[src/rtl/sseg_pkg.sv]
// Shared segment glyphs for the seven-segment scan controller.
// Patterns are active-low, bit 6 = g ... bit 0 = a.
package sseg_pkg;

  localparam logic [6:0] SEG_0     = 7'b1000000;
  localparam logic [6:0] SEG_1     = 7'b1111001;
  localparam logic [6:0] SEG_2     = 7'b0100100;
  localparam logic [6:0] SEG_3     = 7'b0110000;
  localparam logic [6:0] SEG_4     = 7'b0011001;
  localparam logic [6:0] SEG_5     = 7'b0010010;
  localparam logic [6:0] SEG_6     = 7'b0000010;
  localparam logic [6:0] SEG_7     = 7'b1111000;
  localparam logic [6:0] SEG_8     = 7'b0000000;
  localparam logic [6:0] SEG_9     = 7'b0010000;
  localparam logic [6:0] SEG_A     = 7'b0001000;
  localparam logic [6:0] SEG_B     = 7'b0000011;
  localparam logic [6:0] SEG_C     = 7'b1000110;
  localparam logic [6:0] SEG_D     = 7'b0100001;
  localparam logic [6:0] SEG_E     = 7'b0000110;
  localparam logic [6:0] SEG_F     = 7'b0001110;
  localparam logic [6:0] SEG_BLANK = 7'b1111111;

  // BCD mode shows nothing for 10..15 rather than a misleading letter.
  function automatic logic [6:0] glyph(input logic [3:0] nib, input logic hex_mode);
    logic [6:0] pat;
    case (nib)
      4'h0:    pat = SEG_0;
      4'h1:    pat = SEG_1;
      4'h2:    pat = SEG_2;
      4'h3:    pat = SEG_3;
      4'h4:    pat = SEG_4;
      4'h5:    pat = SEG_5;
      4'h6:    pat = SEG_6;
      4'h7:    pat = SEG_7;
      4'h8:    pat = SEG_8;
      4'h9:    pat = SEG_9;
      4'hA:    pat = SEG_A;
      4'hB:    pat = SEG_B;
      4'hC:    pat = SEG_C;
      4'hD:    pat = SEG_D;
      4'hE:    pat = SEG_E;
      default: pat = SEG_F;
    endcase
    if (!hex_mode && nib > 4'd9) pat = SEG_BLANK;
    return pat;
  endfunction

endpackage

[src/rtl/sseg_decode.sv]
// Registered nibble-to-cathode decoder with board polarity applied.
module sseg_decode
  import sseg_pkg::*;
#(
  parameter bit ACTIVE_LOW = 1'b1
) (
  input  logic       clk,
  input  logic       rst,
  input  logic [3:0] nibble,
  input  logic       hex_mode,
  output logic [6:0] seg
);

  logic [6:0] polarity;
  assign polarity = ACTIVE_LOW ? 7'b0000000 : 7'b1111111;

  always_ff @(posedge clk) begin
    if (rst) seg <= SEG_BLANK ^ polarity;
    else     seg <= glyph(nibble, hex_mode) ^ polarity;
  end

endmodule

[src/rtl/sseg_scan_ctrl.sv]
// Multiplexed seven-segment scanner: prescaler, digit index, double-buffered
// digit store, leading-zero blanking and PWM brightness gate.
module sseg_scan_ctrl
  import sseg_pkg::*;
#(
  parameter int NUM_DIGITS = 4,
  parameter int DIV_W      = 8,
  parameter bit ACTIVE_LOW = 1'b1
) (
  input  logic                    clk,
  input  logic                    rst,
  input  logic [4*NUM_DIGITS-1:0] digits_i,
  input  logic [NUM_DIGITS-1:0]   dp_i,
  input  logic                    load_i,
  input  logic                    hex_mode_i,
  input  logic                    lz_blank_i,
  input  logic [3:0]              bright_i,
  output logic [NUM_DIGITS-1:0]   sseg_a_o,
  output logic [6:0]              sseg_c_o,
  output logic                    sseg_dp_o,
  output logic                    frame_o
);

  localparam int IDX_W = $clog2(NUM_DIGITS);
  localparam int DW    = 4 * NUM_DIGITS;

  logic [DIV_W-1:0]      div_cnt;
  logic [IDX_W-1:0]      idx;
  logic                  pend_v;
  logic [DW-1:0]         pend_digits;
  logic [DW-1:0]         disp_digits;
  logic [NUM_DIGITS-1:0] pend_dp;
  logic [NUM_DIGITS-1:0] disp_dp;

  logic                  tick;
  logic                  wrap;
  logic [3:0]            cur_nibble;
  logic                  cur_dp;
  logic                  cur_blank;
  logic                  lead_zero;
  logic                  pwm_on;
  logic [NUM_DIGITS-1:0] anode_on;

  assign tick = &div_cnt;
  assign wrap = tick && (idx == IDX_W'(NUM_DIGITS - 1));

  // lead_zero stays set only while every digit from the left so far is zero.
  always_comb begin
    cur_nibble = 4'd0;
    cur_dp     = 1'b0;
    cur_blank  = 1'b0;
    lead_zero  = lz_blank_i;
    anode_on   = '0;
    pwm_on     = div_cnt[DIV_W-1 -: 4] < bright_i;
    for (int k = 0; k < NUM_DIGITS; k++) begin
      lead_zero = lead_zero && (disp_digits[DW-1-4*k -: 4] == 4'd0);
      if (idx == IDX_W'(k)) begin
        cur_nibble = disp_digits[DW-1-4*k -: 4];
        cur_dp     = disp_dp[NUM_DIGITS-1-k];
        cur_blank  = lead_zero && (k != NUM_DIGITS - 1);
        anode_on[NUM_DIGITS-1-k] = pwm_on && !lead_zero_gate(lead_zero, k);
      end
    end
  end

  function automatic logic lead_zero_gate(input logic lz, input int k);
    return lz && (k != NUM_DIGITS - 1);
  endfunction

  // A load racing the wrap lands in pending only, so pend_v must stay set.
  always_ff @(posedge clk) begin
    if (rst) begin
      div_cnt     <= '0;
      idx         <= '0;
      pend_v      <= 1'b0;
      pend_digits <= '0;
      pend_dp     <= '0;
      disp_digits <= '0;
      disp_dp     <= '0;
      sseg_a_o    <= {NUM_DIGITS{ACTIVE_LOW}};
      sseg_dp_o   <= ACTIVE_LOW;
      frame_o     <= 1'b0;
    end else begin
      div_cnt <= div_cnt + DIV_W'(1);
      if (tick) idx <= wrap ? '0 : idx + IDX_W'(1);
      frame_o <= wrap;
      if (wrap && pend_v) begin
        disp_digits <= pend_digits;
        disp_dp     <= pend_dp;
      end
      if (load_i) begin
        pend_digits <= digits_i;
        pend_dp     <= dp_i;
        pend_v      <= 1'b1;
      end else if (wrap) begin
        pend_v <= 1'b0;
      end
      sseg_a_o  <= anode_on ^ {NUM_DIGITS{ACTIVE_LOW}};
      sseg_dp_o <= (cur_dp && !cur_blank) ^ ACTIVE_LOW;
    end
  end

  sseg_decode #(
    .ACTIVE_LOW(ACTIVE_LOW)
  ) u_decode (
    .clk      (clk),
    .rst      (rst),
    .nibble   (cur_nibble),
    .hex_mode (hex_mode_i),
    .seg      (sseg_c_o)
  );

endmodule

[config.mk]
export PLATFORM = sky130hd
export DESIGN_NAME = sseg_scan_ctrl
export DESIGN_NICKNAME = d
export VERILOG_FILES = /design/src/rtl/sseg_pkg.sv /design/src/rtl/sseg_decode.sv /design/src/rtl/sseg_scan_ctrl.sv
export SDC_FILE = /design/constraint.sdc
export NUM_CORES = 1
export LEC_CHECK = 0
export CORE_MARGIN = 3
export CORE_UTILIZATION = 40
export CTS_CLUSTER_SIZE = 12
export DETAILED_ROUTE_END_ITERATION = 7
export PLACE_DENSITY_LB_ADDON = 0.2
export SKIP_LAST_GASP = 1
export SLEW_MARGIN = 20
export SYNTH_ARGS = -nofsm -noshare
export SYNTH_HDL_FRONTEND = slang
export SYNTH_SLANG_ARGS = --single-unit
[constraint.sdc]
create_clock -name clk -period 3.3 [get_ports clk]
set_clock_uncertainty 0.15 [all_clocks]
set_input_delay 0.495 -clock clk [delete_from_list [all_inputs] [get_ports clk]]
set_output_delay 0.495 -clock clk [all_outputs]
set_load 0.05 [all_outputs]
# Word-level counts from Yosys, hierarchy flattened
# Memory sizes are Yosys's and may differ from the RTL's. A register that Yosys moved wholly into a read port is not among the register bits.
# Index checks and enable logic that the tools add are counted.
# word_totals
word_cells	61
mem_count	1
regBits	57
mem_bits_ro	112
inputBits	29
# mem_list
name	depth	word_bits	read_ports	rd_clocked_by_memory_dff	wr	line_no	source
(name not given)	16	7	1	1	0	sseg_pkg.sv:26	case (nib)
# op_classes
add_sub_neg	2
magnitude_cmp	2
n_bitwise	2
mux	19
eq_ne	3
n_reduce_logical	22
# op_table
operator	count
$mux W4	4
$mux W1	14
$logic_not A4 Y1	3
$logic_and A1 B1 Y1	10
$add A8 B1 Y8 const B	1
$reduce_and A8 Y1	1
$logic_not A1 Y1	5
$eq A2 B2 Y1 const B	2
$gt A4 B4 Y1 const B	1
$lt A4 B4 Y1	1
$not A4 Y4	1
$add A2 B1 Y2 const B	1
$eq A2 B1 Y1 const B	1
$logic_not A2 Y1	1
$mux W2	1
$reduce_bool A2 Y1	1
$reduce_or A2 Y1	1
$not A1 Y1	1

# Longest topological paths before layout
# logic_depth
ltp_word	9
mapped_depth	11
ltp_nobuf	10

# Modules after synthesis
# Synthesis repeated with hierarchy kept, for this count alone.
# unflattened
hier_cells	315
area_unflattened_um2	2889.0
# modules_own_cells
mod	n_inst	seq_area_each_um2	cells_each	area_per_inst_um2
sseg_scan_ctrl	1	1141.1	269	2424.8
sseg_decode	1	140.1	46	464.2

# Worst setup path after synthesis
# No wires, ideal clock.
# synth_timing
kind	reg-to-reg
from	register idx[0]
to	register u_decode.seg[6]
t_arrival_ns	2.081
path_slack_ns	0.945
path_stages_with_launch	12
setup_ns	0.125
path_buffers	1
required_time_ns	3.025
cell_sequence	dfxtp_1 -> inv_1 -> ha_1 -> buf_4 -> a21oi_1 -> o21ai_0 -> a22oi_1 -> inv_1 -> ha_1 -> mux2_2 -> a22oi_1 -> nand2_1
# synth_between
elab_chain_len	8
# synth_rtl
element	line_no	source
start: declaration	sseg_scan_ctrl.sv:28	logic [IDX_W-1:0] idx;
start signal: assignment	sseg_scan_ctrl.sv:85	if (tick) idx <= wrap ? '0 : idx + IDX_W'(1);
$logic_not A2 Y1	sseg_scan_ctrl.sv:57	if (idx == IDX_W'(k)) begin
$mux W4 (3 in a row)	sseg_scan_ctrl.sv:57	
$mux W4 *	sseg_scan_ctrl.sv:57	
$gt A4 B4 Y1	sseg_pkg.sv:44	if (!hex_mode && nib > 4'd9) pat = SEG_BLANK;
$logic_and A1 B1 Y1	sseg_pkg.sv:44	
$reduce_or A2 Y1 (no source line)	-	
end: declaration	sseg_decode.sv:11	output logic [6:0] seg
# Mark *: on every way between the ends. The rest lies on a longest branch, timed or not.
# A chain may end at the register's enable or synchronous reset.

# Worst setup path after layout
# layout_timing
from	register idx[1]
to	register u_decode.seg[4]
# The elaborated chain is that of the path after synthesis.

==> flow_summary.ini <==
[worst_setup_path]
slowest_stage = ha_1
cp_common_cell = ha_1
cp.buffers_inverters = 0
crit_path_start_kind = flip-flop
cpPeakStageDelay_ns = 0.61
cp_max_fo = 17
path_cells = ha_1 > a21oi_1 > a22oi_1 > ha_1 > o21bai_1 > a31oi_4 > o221ai_1
required_ns = 3.33
crit_type = flip-flop to flip-flop
worstPathArrival_ns = 2.80
setup.worst_path.end_class = flip-flop
path_delay_family = compound AO/OA/AOI/OAI gates

[synthesis]
ys_types = 41
async_flop_share = 0
synth_edf_count = 0
syn-num-nets = 330
synth_top_cell_by_area = dfxtp_1
ys_warn_count = 0
ys_top_cells_by_area = dfxtp_1 (45%), mux2i_1 (15%), nor2_1 (6.8%)
synth_ff_type = dfxtp_1
syn_area_per_cell_um2 = 9.82
ys_seq_area_frac = 0.455
synthCells = 287
netlist_area_um2 = 2820
synth_top_area_frac = 0.455
synth-seq-cells = 64

[sta]
timing.setup.tns_ns = 0
clock.fmax_mhz = 360
drv_slew = 0
setup_viol = 0
min_period_ns = 2.78
rsz0062_at_grt = no
fin_ws_ns = 0.525
relSlewSlack = 0.330
fin_crit_sh = 0.841
tightest_slew_ns = 1.01
hold_viol = 0

[clock_network]
postCtsSetupBuffers = 0
htreeDepth = 3
clock-sinks = 64
clk_path_buf_depth = 2
cts_root_buffer = clkbuf_8
path_clk_slew_ns = 0.07
cts_hold_buffers = 0
clk_latency_ns = 0.33
cts_resized = 0
cts_buffers = 9
cts_tree = done

[detailed_routing]
wire_per_inst_um = 12.2
viasPerCell = 4.94
first_pass_iters = 4
vias = 2083
drc_errors = 0
drt_wl_total_mm = 5.13
drt_iter0_drc = 78
ant_nets = 0

[grt]
grt_pass1_wl_mm = 9.17
grt_usage = 0.138
overflow = 0
antenna_found_initial = 0
grt_pass1_vias = 2007
grt_max_degree = 56

[die]
fp.dieW_um = 89.9
ios = 42
dieArea_um2 = 8090
die_h_um = 89.9
start_util = 0.429
coreArea_um2 = 6570
rows = 29

[worst_hold_path]
min_path_type = flip-flop to flip-flop

[power]
power.leakage_nw = 1.50
p_per_area_nw_per_um2 = 427
p_total_mw = 1.46
vdd_drop_max_mv = 0.315

[final_layout]
multi_input_area_um2 = 1400
regArea_um2 = 1280
layout_common_cells = dfxtp_1 (64), nor2_1 (51), mux2i_1 (42), clkdlybuf4s50_1 (40)
fin_area_um2 = 3420
nets = 368
diodes = 0
layout_commonest_cell = dfxtp_1
drive_gt1_frac = 0.0851
areaGrowthSynthToFinish_pct = 21.4
nFillCells = 611

[outcome]
status = completed

[place]
place.gp.congestion = 0.823
place_area_um2 = 3270
place_ws_ns = 0.523
port_buffers = 41
hpwl_mm = 3.62

[job]
drv_cap = 0
sequential cells by signal, summed over array words and instances (netlist names), 2 cells and up:
register and flops:
u_decode.seg 7, pend_digits 16, div_cnt 8, pend_dp 4
idx 2, disp_dp 4, disp_digits 16, sseg_a_o 4
synth_stat cells, types with 2 or more instances:
| cell type | n |
|---|---|
| o21bai_1 | 2 |
| clkbuf_1 | 7 |
| buf_4 | 3 |
| a21o_1 | 2 |
| mux2i_1 | 42 |
| o21ai_0 | 5 |
| buf_6 | 2 |
| a211oi_2 | 2 |
| or3_1 | 2 |
| a221oi_2 | 3 |
| nand3_1 | 7 |
| ha_1 | 14 |
| nand3b_1 | 3 |
| xnor2_1 | 2 |
| o211ai_1 | 5 |
| a22oi_1 | 2 |
| nor2_1 | 51 |
| nor4_1 | 2 |
| o311ai_1 | 2 |
| nand2_1 | 14 |
| xor2_1 | 3 |
| a211oi_1 | 2 |
| dfxtp_1 | 64 |
| nand2b_1 | 4 |
| a21oi_1 | 9 |
| inv_1 | 12 |
| buf_2 | 5 |
| nor3b_1 | 3 |
worst register-to-register path, stage by stage, from the launching register on:
cell and delay (ns):
dfxtp_1 0.37, ha_1 0.61, a21oi_1 0.09, a22oi_1 0.46, ha_1 0.36, o21bai_1 0.13
a31oi_4 0.28, o221ai_1 0.17
kinds of logic after synthesis:
| logic type | Yosys count | synth area share |
|---|---|---|
| multiplexers | 44 | 0.159 |
| adder cells (fa/ha/maj) | 14 | 0.0622 |
| XOR/XNOR | 5 | 0.0155 |
| AO/OA/AOI/OAI | 39 | 0.110 |
| AND/OR/NAND/NOR | 92 | 0.149 |
| flip-flops | 64 | 0.455 |
| buffers and inverters | 29 | 0.0502 |
through the flow:
step	hold slack [ns]	cells	utilization
after floorplan	0.268	287	-
final	0.329	422	0.521
after global routing	0.359	422	0.521
after CTS	0.341	422	0.521
after detailed placement	0.328	407	0.497
after global placement	0.282	407	0.497
worst paths after layout:
path | startpoint | end | slack, ns | cells after the start
setup / recovery | idx[1] | u_decode.seg[4] | 0.52 | 7
setup reg to reg | idx[1] | u_decode.seg[4] | 0.52 | 7
hold / removal | div_cnt[0] | div_cnt[0] | 0.33 | 1
hold reg to reg | div_cnt[0] | div_cnt[0] | 0.33 | 1
metal layers:
layer / wire (µm) / vias up / global-route usage / share of wire
met2: 2320 / 40 / 0.215 / 0.45
met3: 254 / 9 / 0.0476 / 0.050
met1: 2460 / 967 / 0.175 / 0.48
met5: 0 / - / 0 / 0
met4: 93 / 0 / 0.0574 / 0.018
li1: - / 1067 / - / -
cell type report:
class / instances / share of cell area
tap: 93 / 0.0340
inverter: 12 / 0.0132
multi-input combinational: 194 / 0.408
timing repair buffer: 44 / 0.125
sequential: 64 / 0.375
clock inverter: 4 / 0.00659
clock buffer: 11 / 0.0384
power breakdown:
part,internal [mW],switching (mW),leakage (nW)
clock network,0.264,0.272,0.0789
logic,0.0599,0.0545,0.896
registers,0.796,0.0117,0.523
total,1.12,0.339,1.50
(Power assumes the default switching activity.)
==> edit 1, RTL diff (same settings) <==
Add an input register stage for `digits_i`, `dp_i`, `load_i`, `hex_mode_i`, `lz_blank_i` and `bright_i`; this delays them by one clock.
--- a/src/rtl/sseg_scan_ctrl.sv
+++ b/src/rtl/sseg_scan_ctrl.sv
@@ -24,6 +24,22 @@
   localparam int IDX_W = $clog2(NUM_DIGITS);
   localparam int DW    = 4 * NUM_DIGITS;
 
+  logic [4*NUM_DIGITS-1:0] digits_q;
+  logic [NUM_DIGITS-1:0] dp_q;
+  logic load_q;
+  logic hex_mode_q;
+  logic lz_blank_q;
+  logic [3:0] bright_q;
+
+  always_ff @(posedge clk) begin
+    digits_q   <= digits_i;
+    dp_q       <= dp_i;
+    load_q     <= load_i;
+    hex_mode_q <= hex_mode_i;
+    lz_blank_q <= lz_blank_i;
+    bright_q   <= bright_i;
+  end
+
   logic [DIV_W-1:0]      div_cnt;
   logic [IDX_W-1:0]      idx;
   logic                  pend_v;
@@ -49,9 +65,9 @@
     cur_nibble = 4'd0;
     cur_dp     = 1'b0;
     cur_blank  = 1'b0;
-    lead_zero  = lz_blank_i;
+    lead_zero  = lz_blank_q;
     anode_on   = '0;
-    pwm_on     = div_cnt[DIV_W-1 -: 4] < bright_i;
+    pwm_on     = div_cnt[DIV_W-1 -: 4] < bright_q;
     for (int k = 0; k < NUM_DIGITS; k++) begin
       lead_zero = lead_zero && (disp_digits[DW-1-4*k -: 4] == 4'd0);
       if (idx == IDX_W'(k)) begin
@@ -88,9 +104,9 @@
         disp_digits <= pend_digits;
         disp_dp     <= pend_dp;
       end
-      if (load_i) begin
-        pend_digits <= digits_i;
-        pend_dp     <= dp_i;
+      if (load_q) begin
+        pend_digits <= digits_q;
+        pend_dp     <= dp_q;
         pend_v      <= 1'b1;
       end else if (wrap) begin
         pend_v <= 1'b0;
@@ -106,7 +122,7 @@
     .clk      (clk),
     .rst      (rst),
     .nibble   (cur_nibble),
-    .hex_mode (hex_mode_i),
+    .hex_mode (hex_mode_q),
     .seg      (sseg_c_o)
   );
 
Function: changed (Yosys sat finds a counterexample within 4 cycles, from zero or initial values and one cycle with rst high).
==> edit 1 against the unedited design <==
Design area is 17% higher. Worst setup slack worse by 68 ps. Via count up 9.4%. Synthesized area rose by 20%. Wire length is 12% higher. Sequential cell count is 27 higher. Die area grew 19%. First-iteration DRC count down 5.1%. Total power grew 33%.
==> edit 1: results (changes against the unedited design) <==
* Outcome: complete, no violations
* Initial antenna violation count at 0 (unchanged)
* Average wire per standard cell at 12.0 um (-1.1%)
* Crit-path max FO at 19 (+2)
* Clk_lat worst skew at 360 ps (+30 ps)
* Biggest regs: digits_q x16, disp_digits x16, pend_digits x16
* Clock transition at path regs at 80 ps
* DRT iter0 DRCs at 74 (-5.1%)
* Worst setup path start: idx[0]
* Slew Limit Fails at 0 (unchanged)
* Reg2reg end: u_decode.seg[4]
* Total number of vias at 2,278 (+9.4%)
* Top routing layer in use: met4
* Crit. End Element: flip-flop
* Routed length on met2 at 2550 um (+10%)
* Library cells used by synthesis at 44 (+7.3%)
* DP Wirelength at 3970 um (+9.6%)
* Worst Hold Class: reg -> reg
* Metal3 WL at 317 um (+25%)
* GPL Wtd Cong at 0.830 (+0.78%)
* Largest net degree at the start of global routing at 56 (unchanged)
* Area contributors post-synth: dfxtp_1 (54%), mux2i_1 (7.1%), nand2_1 (6.0%)
* Max Root-Sink Buffers at 2 (unchanged)
* Post-synthesis sequential area ratio at 53.8% (+8.3 points)
* H-tree depth at 3 (unchanged)
* Dpl ws at 506 ps (-17.3 ps)
* FFs w/ async S/R, synth at 0% (unchanged)
* Root buf cell: clkbuf_8
* Maximum vdd drop at 0.205 mV (-35%)
* Leak at 1.56 nW (+4.4%)
* DR pass1 iterations at 4 (unchanged)
* Post_cts resized at 0 (unchanged)
* Worst slew margin at 32.0% (-0.95 points)
* R2r worst-path depth at 7 (unchanged)
* Post-CTS setup buffer count at 0 (unchanged)
* PortBufs at 41 (unchanged)
* TritonCTS buffer count at 9 (unchanged)
* Antenna cells at 0 (unchanged)
* Clock sinks at 91 (+42%)
* Top post-synthesis cells by count: dfxtp_1 (91), nand2_1 (54), nor2_1 (34), a21oi_1 (26), mux2i_1 (24)
* Crit-path max cell delay at 640 ps (+30 ps)
* Synth warn at 0 (unchanged)
* GRT Util Overall at 12.3% (-1.5 points)
* Nets at 415 (+13%)
* First-pass GRT wire length at 9540 um (+4.1%)
* Setup WS post-layout at 457 ps (-67.5 ps)
* Worst Path Arrival at 2880 ps (+80 ps)
* Mapped Nets at 379 (+15%)
* Layout cells sized above 1 at 8.75% (+0.24 points)
* Slowest CP cell: ha_1
* Vias in the first global route at 2,110 (+5.1%)
* DRT met1 WL at 2810 um (+14%)
[edit 1: worst min-delay path by stage]
stage                                from         endpoint  depth (start not counted)
after floorplan                div_cnt[0]       div_cnt[0]                          1
after global placement    pend_digits[12]  disp_digits[12]                          2
after detailed placement   pend_digits[6]   disp_digits[6]                          2
after CTS                  pend_digits[5]   disp_digits[5]                          2
after global routing       pend_digits[3]   disp_digits[3]                          2
final                      pend_digits[7]   disp_digits[7]                          2
[edit 1: cells by family (layout without fill, tap and decap cells)]
group,count (synthesis),in the layout,share of synthesized area (%)
fa+ha+maj,14,14,5.17
mux,26,26,7.87
xor+xnor,5,5,1.29
simple gates,115,115,15.5
buf+inv,30,71,4.99
compound gates,55,55,11.4
flops,91,91,53.8
[edit 1: stage by stage]
| step | power [mW] | cells | hold slack (ps) | util, % | instance area, um2 |
|---|---|---|---|---|---|
| floorplan | 1.24 | 336 | 280 | - | 3390 |
| detailed placement | 1.30 | 463 | 297 | 47.9 | 3820 |
| CTS | 1.98 | 479 | 310 | 50.1 | 4000 |
| global route | 2.03 | 479 | 335 | 50.1 | 4000 |
| finish | 1.95 | 479 | 307 | 50.1 | 4000 |
| global placement | 1.29 | 463 | 293 | 47.9 | 3820 |
[edit 1: layer usage]
metal  vias up  track usage [%]
met5         -                0
met4         0             4.90
met3         9             4.79
met2        46             19.0
met1      1019             15.4
li1       1204                -
[edit 1: area by class of cell]
class | count | area [um2]
Clock buffer | 11 | 141
Timing Repair Buffer | 44 | 428
Tap cell | 102 | 128
Sequential cell | 91 | 1820
Clock inverter | 5 | 36.3
Multi-Input combinational cell | 215 | 1400
Fill cell | 758 | 3970
Inverter | 11 | 41.3
[edit 1: worst max-delay path: cells and delay by family, from the launching register on]
kind,cells,cell delay (ps)
adder cells (fa/ha/maj),2,990
AO/OA/AOI/OAI,5,1110
flip-flops,1,410
[edit 1: report_power, final]
group          leakage [nW]  internal, mW  switching, mW
clock network        0.0941         0.299          0.379
logic                 0.719        0.0596         0.0474
registers             0.751          1.14         0.0223
total                  1.56          1.50          0.449
==> edit 2, RTL diff (same flow settings) <==
Without the edit above. `DIV_W`: 8 -> 7.
--- a/src/rtl/sseg_scan_ctrl.sv
+++ b/src/rtl/sseg_scan_ctrl.sv
@@ -4,7 +4,7 @@
   import sseg_pkg::*;
 #(
   parameter int NUM_DIGITS = 4,
-  parameter int DIV_W      = 8,
+  parameter int DIV_W      = 7,
   parameter bit ACTIVE_LOW = 1'b1
 ) (
   input  logic                    clk,
Formal check against the unedited RTL: not equivalent (a bounded check fails within 10 cycles, from zero or initial values and one cycle with rst high).
==> edit 2 against the unedited design <==
Total power increased by 6.1%. Maximum frequency increased by 3.0%. Design area increased by 0.37%. Synthesized area decreased by 0.49%. Worst setup slack improved by 80 ps. Wire length increased by 2.4%. Cell count increased by 3.6%. Sequential cell count decreased by 1. Largest power group unchanged. Highest routed layer unchanged.
==> edit 2: results (changes against the unedited design) <==
* Worst Path Arrival at 2750 ps (-50 ps)
* GRT Util Overall at 13.9% (+0.090 points)
* Worst Hold Class: reg -> reg
* Post-synthesis sequential area ratio at 45.0% (-0.49 points)
* Placed Cells at 424 (+4.2%)
* Setup WS post-layout at 605 ps (+80.1 ps)
* Pint at 1.22 mW (+9.1%)
* Outcome: complete, no violations
* Reg2reg end: u_decode.seg[6]
* R2r worst-path depth at 10 (+3)
* Dpl ws at 626 ps (+102 ps)
* Layout cells sized above 1 at 9.30% (+0.79 points)
* Mux cell area share after synthesis at 9.50% (-6.3 points)
* FF-to-FF Start: idx[0]
* Crit path kind: reg -> reg
* Switching share of total power at 21.1% (-2.1 points)
* DP Wirelength at 3570 um (-1.4%)
* Biggest regs: disp_digits x16, pend_digits x16
* Largest net degree at the start of global routing at 55 (-1.8%)
* Maximum vdd drop at 0.242 mV (-23%)
* Synth Area in Compound Gates at 13.7% (+2.8 points)
* Clock power share at 41.2% (+4.4 points)
* Synth Area in XOR/XNOR at 1.56% (+0.0076 points)
* Library cells used by synthesis at 41 (unchanged)
* Cell Area, Placed at 0.00325 mm2 (-0.57%)
* Leak at 1.34 nW (-10%)
* Synth top area share at 45.0% (-0.49 points)
* Crit-path max cell delay at 430 ps (-180 ps)
* Worst reg-to-reg setup slack at 610 ps (+80 ps)
* Hold worst-path end: div_cnt[0]
* GPL Wtd Cong at 0.801 (-2.6%)
* Post-synth EDFFs at 0 (unchanged)
* First-pass GRT wire length at 9230 um (+0.60%)
* Non-Filler Instances at 437 (+3.6%)
* Nets at 385 (+4.6%)
* Top post-synthesis cells by count: dfxtp_1 (63), nand2_1 (52), nor2_1 (32), a21oi_1 (26), mux2i_1 (24)
* PortBufs at 41 (unchanged)
* WL final at 5250 um (+2.4%)
* Mapped Avg Cell Area at 9.22 um2 (-6.1%)
* Vias in the first global route at 2,064 (+2.8%)
* Worst slew margin at 34.2% (+1.2 points)
* DRT iter0 DRCs at 41 (-47%)
* Crit-path max FO at 12 (-5)
* Crit path max-delay family: compound AO/OA/AOI/OAI gates
* Mapped Nets at 347 (+5.2%)
* Slowest CP cell: a22oi_1
* Comb pwr at 0.115 mW
* Drt via density at 4.78 (-3.1%)
* Synth Area in Adders at 6.25% (+0.031 points)
[edit 2: changes by cell type after synthesis, moves of 3 or more]
cell     before  now
nand2_1      14   52
nand3_1       7    4
nor2_1       51   32
a21oi_1       9   26
mux2i_1      42   24
o21ai_0       5    1
[edit 2: final cells by class]
type                    instances  area (um2)
inverters                      13        48.8
fillers                       623        3140
clock inverters                 1        30.0
flip-flops and latches         63        1260
multi-input cells             209        1380
clock buffers                  12         155
well taps                      93         116
repair buffers                 46         443
[edit 2: routing by layer]
| layer | up-vias | wire length [um] | share of wire, % | track usage [%] |
|---|---|---|---|---|
| li1 | 1094 | - | - | - |
| met1 | 953 | 2590 | 49 | 17.6 |
| met2 | 37 | 2330 | 44 | 21.3 |
| met3 | 7 | 257 | 4.9 | 4.59 |
| met4 | 0 | 74 | 1.4 | 6.64 |
| met5 | - | 0 | 0 | 0 |
